--- src/rtl/lsu_mem_ctrl.sv ---
// lsu_mem_ctrl - memory-stage load/store initiator.
//
// Accepts one load/store per transaction from the pipeline and drives a
// word-organised, byte-enabled data memory with a synchronous 1-cycle read.
// Halfword/word accesses that straddle a word boundary are split into two
// word accesses: word N then word N+1 (N+1 wraps at the top of memory).
//
// Handshake: a request transfers on a rising edge where req_valid && req_ready.
// req_ready is high only in IDLE; the requester holds its request (valid and
// payload stable) until it transfers. rsp_valid is a one-cycle completion
// pulse with no back-pressure; rsp_rdata is meaningful only in that cycle.
//
// Ports:
//   clk, rstn             clock (rising edge), synchronous active-low reset
//   req_valid/req_ready   request handshake
//   req_we, req_type      1=store / width code (000 w, 001 h, 010 hu, 011 b, 100 bu)
//   req_addr, req_wdata   byte address, right-aligned store data
//   rsp_valid, rsp_rdata  completion pulse, extended load result (0 for stores)
//   mem_en/we/be/waddr/wdata  memory command (word index, lane-positioned data)
//   mem_rdata             word read in the previous cycle
//   dbg_state             current FSM state (IDLE=0, ACC0=1, ACC1=2, RESP=3)
module lsu_mem_ctrl #(
  parameter int AW = 9
) (
  input  logic          clk,
  input  logic          rstn,
  input  logic          req_valid,
  output logic          req_ready,
  input  logic          req_we,
  input  logic [2:0]    req_type,
  input  logic [AW-1:0] req_addr,
  input  logic [31:0]   req_wdata,
  output logic          rsp_valid,
  output logic [31:0]   rsp_rdata,
  output logic          mem_en,
  output logic          mem_we,
  output logic [3:0]    mem_be,
  output logic [AW-3:0] mem_waddr,
  output logic [31:0]   mem_wdata,
  input  logic [31:0]   mem_rdata,
  output logic [1:0]    dbg_state
);

  typedef enum logic [1:0] {
    IDLE = 2'd0,
    ACC0 = 2'd1,
    ACC1 = 2'd2,
    RESP = 2'd3
  } state_t;

  localparam logic [2:0] T_W  = 3'b000;
  localparam logic [2:0] T_H  = 3'b001;
  localparam logic [2:0] T_HU = 3'b010;
  localparam logic [2:0] T_B  = 3'b011;
  localparam logic [2:0] T_BU = 3'b100;

  state_t        r_state;
  state_t        w_next;
  logic          r_we;
  logic [2:0]    r_type;
  logic [AW-1:0] r_addr;
  logic [31:0]   r_wdata;
  logic [31:0]   r_hold;

  logic          w_accept;
  logic [1:0]    w_off;
  logic [AW-3:0] w_word;
  logic          w_is_word;
  logic          w_is_half;
  logic          w_is_byte;
  logic          w_type_ok;
  logic          w_split;
  logic [3:0]    w_be_base;
  logic [3:0]    w_be0;
  logic [3:0]    w_be1;
  logic [5:0]    w_sh;
  logic [31:0]   w_wdata0;
  logic [31:0]   w_wdata1;
  logic [63:0]   w_cat;
  logic [31:0]   w_raw;
  logic [31:0]   w_ext;

  assign w_accept  = req_valid && req_ready;
  assign w_off     = r_addr[1:0];
  assign w_word    = r_addr[AW-1:2];
  assign w_is_word = (r_type == T_W);
  assign w_is_half = (r_type == T_H) || (r_type == T_HU);
  assign w_is_byte = (r_type == T_B) || (r_type == T_BU);
  assign w_type_ok = w_is_word || w_is_half || w_is_byte;
  assign w_split   = (w_is_half && (w_off == 2'd3)) || (w_is_word && (w_off != 2'd0));

  // Unshifted lane mask for the access width.
  always_comb begin
    w_be_base = 4'b0000;
    if (w_is_word)      w_be_base = 4'b1111;
    else if (w_is_half) w_be_base = 4'b0011;
    else if (w_is_byte) w_be_base = 4'b0001;
  end

  // First word takes the lanes shifted up by the offset (overflow lanes fall
  // off the top); the second word gets exactly those overflow lanes at the
  // bottom, which is the mask shifted down by (4 - off).
  assign w_sh     = {1'b0, w_off, 3'b000};
  assign w_be0    = w_be_base << w_off;
  assign w_be1    = w_be_base >> (3'd4 - {1'b0, w_off});
  assign w_wdata0 = r_wdata << w_sh;
  assign w_wdata1 = r_wdata >> (6'd32 - w_sh);

  // Load assembly: for a split access r_hold carries word N and mem_rdata
  // word N+1; otherwise mem_rdata alone carries word N.
  assign w_cat = w_split ? {mem_rdata, r_hold} : {32'h0, mem_rdata};
  assign w_raw = 32'(w_cat >> w_sh);

  always_comb begin
    w_ext = 32'h0;
    case (r_type)
      T_W:     w_ext = w_raw;
      T_H:     w_ext = {{16{w_raw[15]}}, w_raw[15:0]};
      T_HU:    w_ext = {16'h0, w_raw[15:0]};
      T_B:     w_ext = {{24{w_raw[7]}}, w_raw[7:0]};
      T_BU:    w_ext = {24'h0, w_raw[7:0]};
      default: w_ext = 32'h0;
    endcase
  end

  always_ff @(posedge clk) begin
    if (!rstn) begin
      r_state <= IDLE;
      r_we    <= 1'b0;
      r_type  <= 3'b000;
      r_addr  <= '0;
      r_wdata <= 32'h0;
      r_hold  <= 32'h0;
    end else begin
      r_state <= w_next;
      if (w_accept) begin
        r_we    <= req_we;
        r_type  <= req_type;
        r_addr  <= req_addr;
        r_wdata <= req_wdata;
      end
      if (r_state == ACC1) r_hold <= mem_rdata;
    end
  end

  always_comb begin
    w_next    = r_state;
    req_ready = 1'b0;
    rsp_valid = 1'b0;
    rsp_rdata = 32'h0;
    mem_en    = 1'b0;
    mem_be    = 4'b0000;
    mem_waddr = '0;
    mem_wdata = 32'h0;
    case (r_state)
      IDLE: begin
        req_ready = 1'b1;
        if (req_valid) w_next = ACC0;
      end
      ACC0: begin
        if (w_type_ok) begin
          mem_en    = 1'b1;
          mem_be    = w_be0;
          mem_waddr = w_word;
          mem_wdata = w_wdata0;
        end
        w_next = (w_type_ok && w_split) ? ACC1 : RESP;
      end
      ACC1: begin
        mem_en    = 1'b1;
        mem_be    = w_be1;
        mem_waddr = w_word + 1'b1;
        mem_wdata = w_wdata1;
        w_next    = RESP;
      end
      RESP: begin
        rsp_valid = 1'b1;
        if (!r_we) rsp_rdata = w_ext;
        w_next = IDLE;
      end
      default: w_next = IDLE;
    endcase
    // Reset gates everything visible so no write or response leaks out of
    // a transaction cut short by reset.
    if (!rstn) begin
      w_next    = IDLE;
      rsp_valid = 1'b0;
      rsp_rdata = 32'h0;
      mem_en    = 1'b0;
      mem_be    = 4'b0000;
      mem_waddr = '0;
      mem_wdata = 32'h0;
    end
  end

  assign mem_we    = mem_en && r_we;
  assign dbg_state = r_state;

endmodule

--- config.mk ---
export PLATFORM = sky130hd
export DESIGN_NAME = lsu_mem_ctrl
export DESIGN_NICKNAME = d
export VERILOG_FILES = /design/src/rtl/lsu_mem_ctrl.sv
export SDC_FILE = /design/constraint.sdc
export NUM_CORES = 1
export LEC_CHECK = 0
export CORE_MARGIN = 4
export CORE_UTILIZATION = 40
export CTS_CLUSTER_SIZE = 16
export DETAILED_ROUTE_END_ITERATION = 10
export GPL_ROUTABILITY_DRIVEN = 0
export PLACE_DENSITY = 0.67
export SETUP_SLACK_MARGIN = 0.3
export SLEW_MARGIN = 20
export SYNTH_ARGS = -nofsm -noshare
export SYNTH_HDL_FRONTEND = slang
export SYNTH_SLANG_ARGS = --single-unit
export TNS_END_PERCENT = 30
--- constraint.sdc ---
create_clock -name clk -period 4.3 [get_ports clk]
set_input_delay 1.075 -clock clk [delete_from_list [all_inputs] [get_ports clk]]
set_output_delay 1.075 -clock clk [all_outputs]
set_load 0.01 [all_outputs]
==> results.txt <==
----------------------------------------------------
[Floorplan]
  Core Footprint ... 0.0153 mm²
  Row count ... 45
  Die Width ... 134 µm
  I/O pin count ... 161
  Vertical extent of the die ... between 100 and 150 µm
  Total die area ... 0.0179 mm²
  Starting density of the core ... 41.3%

[Synth]
  Fraction of the mapped netlist area in compound gates ... a little over a quarter
  Synthesized area per cell ... 7.80 µm²
  Async set or reset register ratio after synthesis ... 0%
  Total of warnings raised by yosys ... 0
  Area fraction of the dominant cell type after synthesis ... 25.0%
  Cell count after synthesis ... between 800 and 900
  Combinational family with the most area after synthesis ... compound AO/OA/AOI/OAI gates
  Synth area leader ... sky130_fd_sc_hd__dfxtp_1
  Cell with the most instances after synthesis ... sky130_fd_sc_hd__nand2_1
  Post-synthesis net count ... 897
  Synth Cell Area ... 0.00632 mm²
  Sequential fraction of the synthesis area ... 25.0%
  Number of synthesized flops with an enable pin ... 0
  Area share of xor/xnor cells in the synthesized design ... less than 1%
  Mux share of post-synthesis cell area ... 23.0%
  Top post-synthesis cells by count ... 140 x sky130_fd_sc_hd__nand2_1, 116 x sky130_fd_sc_hd__mux2i_1, 79 x sky130_fd_sc_hd__dfxtp_1, 55 x sky130_fd_sc_hd__o21ai_0, 48 x sky130_fd_sc_hd__nor2_1
  Most instantiated flip-flop cell in the synthesis netlist ... sky130_fd_sc_hd__dfxtp_1
  Number of register bits inferred by synthesis ... 79
  Cell types occupying the most area after synthesis ... sky130_fd_sc_hd__dfxtp_1 25%, sky130_fd_sc_hd__mux2i_1 18%, sky130_fd_sc_hd__nand2_1 8.3%, sky130_fd_sc_hd__a21boi_0 5.3%, sky130_fd_sc_hd__nor2b_1 4.7%
  Count of different cell masters after synthesis ... 49
  Simple-Gate Fraction of Synth Area ... a little under a fifth
  Adder-Cell Fraction of Synth Area ... 1.39%

[Power and ir drop]
  Overall power ... 4.24 mW
  Leak pwr ... about 3.2 nW
  Internal Dissipation ... 2.47 mW
  Max rail drop VDD ... 272 µV
  Net Switching ... about 1.8 mW
  Clock Power Share ... 21.2%
  Portion of total power attributed to sequential cells ... 25.4%
  Pwr/cell area ... 492 mW/mm²
  Comb power frac ... a little over half
  Net switching share of the total power ... 41.9%

[Placement]
  Sum of net half-perimeters after detailed placement ... 15.0 mm
  Area after detailed placement ... 0.00816 mm²
  Port Buffer Count ... 160

[Worst setup path]
  CP Data Arrival Time ... 2890 ps
  Worst reg2reg setup slack ... 2420 ps
  Family with the most delay on the worst path ... compound AO/OA/AOI/OAI gates
  Worst Reg2Reg Path Length in Cells ... 6
  Delay of the slowest cell on the worst path ... 520 ps
  Capture point of the worst reg-to-reg path ... r_wdata[18]
  Type of element launching the critical path ... input port
  Critical path start-end classification ... in -> out
  Number of buffer and inverter stages on the critical path ... 4
  Type of destination of the critical path ... primary output
  Worst setup path startpoint ... mem_rdata[31]
  Reg2Reg Launch Point ... dbg_state[0]
  Largest fanout on the critical path ... 8
  Required time worst endpoint ... 3220 ps
  Worst-path cell chain ... dlygate4sd2_1 -> mux4_2 -> a311oi_4 -> a2111oi_4 -> a31oi_4 -> buf_6 -> buf_12 -> o31ai_1 -> buf_2
  Slowest cell on the critical path ... sky130_fd_sc_hd__mux4_2

[Cells and area]
  Area overhead of the layout relative to synthesis ... 36.4%
  Layout net count ... 1043
  Layout cell share with drive strength beyond 1 ... 12.8%
  Design area ... 0.00862 mm²
  Antenna diode count ... 0

[STA]
  Highest achievable clock rate ... 252 MHz
  Slew Limit Headroom ... 54.6%
  Final Skew ... 2.36 ps
  Post-route clock period utilization ... 92.3%
  Setup repair after global routing missed its margin ... true
  Slew of the pin with the lowest slew margin ... a little under 700 ps
  Final setup violating endpoints ... 0
  Clock period minus final worst setup slack ... 3970 ps
  Final Slew Violations ... 0
  Final hold viol count ... 0

[Route]
  Initial detailed-routing violation count ... 653
  Total length of routed wires ... 21.5 mm
  ANT nets after route ... 0
  Via count ... 6544
  Count of TritonRoute iterations in the first routing pass ... 5
  DRC violation count after routing ... 0
  Post-DR wirelength/cell ... between 15 and 20 µm
  Vias per std cell ... 5.59

[CTS]
  Reg clk slew, reported paths ... 60 ps
  Number of hold buffers added after cts ... 0
  Clock tree from TritonCTS ... built
  Max H-tree Level ... 3
  Clock root buffer master ... sky130_fd_sc_hd__clkbuf_16
  Buffer depth of the longest clock path ... 2
  Cts bufs inserted ... 9
  CTS Sinks ... 79
  Skew-Pair Late Insertion Delay ... 340 ps

[Global routing]
  Wire length of the first global-routing pass ... 33.8 mm
  Vias in the first global route ... 6162
  Initial antenna violation count ... 0
  Maximum number of pins on one net before global-route repair ... 80
  Global router's overall resource usage ... 23.4%
  Leftover overflow at the end of global routing ... 0

[Min path]
  Number of cells on the worst hold path ... 2
  Source of the worst hold timing path ... r_addr[8]
  Worst hold path endpoint ... r_addr[8]
  Path class of the lowest-slack min-delay path ... reg -> reg

[Job]
  Max-cap viol count ... 0

[Run status]
  Status ... finished clean

----------------------------------------------------
## sequential cells by signal, indices dropped and copies added, names as in the netlist
signal / cells
r_wdata: 32
dbg_state: 2
r_we: 1
r_hold: 32
r_addr: 9
r_type: 3
## power by group through the flow
stage	combinational, mW	clock [mW]	sequential [mW]
2_1_floorplan	1.53	0	1.01
3_3_place_gp	2.13	0	1.08
3_5_place_dp	2.14	0	1.08
4_1_cts	2.15	0.917	1.07
5_1_grt	2.46	0.948	1.10
6_report	2.27	0.899	1.08
## worst max path at each step
stage | endpoint | slack (ps) | cells after the start
final | rsp_rdata[16] | 330 | 9
after global routing | mem_wdata[0] | 190 | 6
after CTS | mem_wdata[24] | 160 | 7
after detailed placement | rsp_rdata[16] | -210 | 8
after global placement | rsp_rdata[16] | -170 | 8
after floorplan | rsp_rdata[16] | 750 | 6
## cell type report
type                       instances  area [µm²]
clock inverter                     3        90.1
multi-input combinational        651        4420
fill                            1476        6700
timing repair buffer             210        1980
inverter                           5        18.8
sequential                        79        1590
clock buffer                      12         256
tap                              211         264
## cells by family after synthesis
family | count (synthesis)
and+or+nand+nor | 259
AOI/OAI and AO/OA | 242
muxes | 138
buffers and inverters | 80
DFF | 79
adders and majority gates | 7
xor gates and xnor gates | 5
## metrics by stage
step                      util [%]  cells  setup TNS [ps]  setup WS (ps)  hold slack, ps
after floorplan                  -    810               0            753             466
after global placement        53.3   1142           -3090           -172             480
after detailed placement      53.3   1142           -4100           -208             489
after CTS                     55.4   1161               0            164             497
after global routing          56.3   1171               0            189             516
final                         56.3   1171               0            333             493
## repair_timing
item	in CTS	in global routing
setup buffers	3	9
pin swaps	2	1
setup endpoints to repair	43	44
cloned	1	1
hold endpoints to repair	0	0
gates resized for setup	83	10
## worst register-to-register path, cell delays in order, from the launching register on
cell	delay, ps
sky130_fd_sc_hd__dfxtp_1	430
sky130_fd_sc_hd__inv_1	100
sky130_fd_sc_hd__ha_1	260
sky130_fd_sc_hd__nand2_1	270
sky130_fd_sc_hd__buf_4	430
sky130_fd_sc_hd__nand2_1	120
sky130_fd_sc_hd__a21boi_0	190
## cells in the final DEF, fill, tap and decap left out, drive strengths merged, types with 3 or more instances in the layout
cell type / synthesis / routed
nor2: 48 / 48
ha: 7 / 7
dlygate4sd2: 0 / 13
nand2: 140 / 140
a22o: 7 / 7
xor2: 3 / 3
nor2b: 47 / 47
o31ai: 7 / 7
a41o: 3 / 3
a21oi: 35 / 35
and3: 3 / 3
mux4: 4 / 4
bufinv: 0 / 3
mux2i: 116 / 116
a221oi: 7 / 7
and2: 5 / 5
o2bb2ai: 7 / 7
a211oi: 15 / 15
dfxtp: 79 / 79
nand2b: 4 / 4
nand3: 6 / 6
o21ai: 57 / 57
buf: 33 / 65
a21boi: 45 / 45
clkbuf: 42 / 14
mux2: 18 / 18
a22oi: 28 / 28
clkdlybuf4s50: 0 / 130
a31o: 5 / 5
a31oi: 16 / 16
inv: 5 / 5
## metal layers
metal	vias to the layer above	wire, µm	global-route usage [%]	part of all wire [%]
met5	-	0	0	0
met4	0	606	8.57	2.8
met3	40	1480	4.23	6.9
met2	266	9840	37.0	46
met1	3043	9610	32.0	45
li1	3195	-	-	-
(Power assumes the default switching activity.)
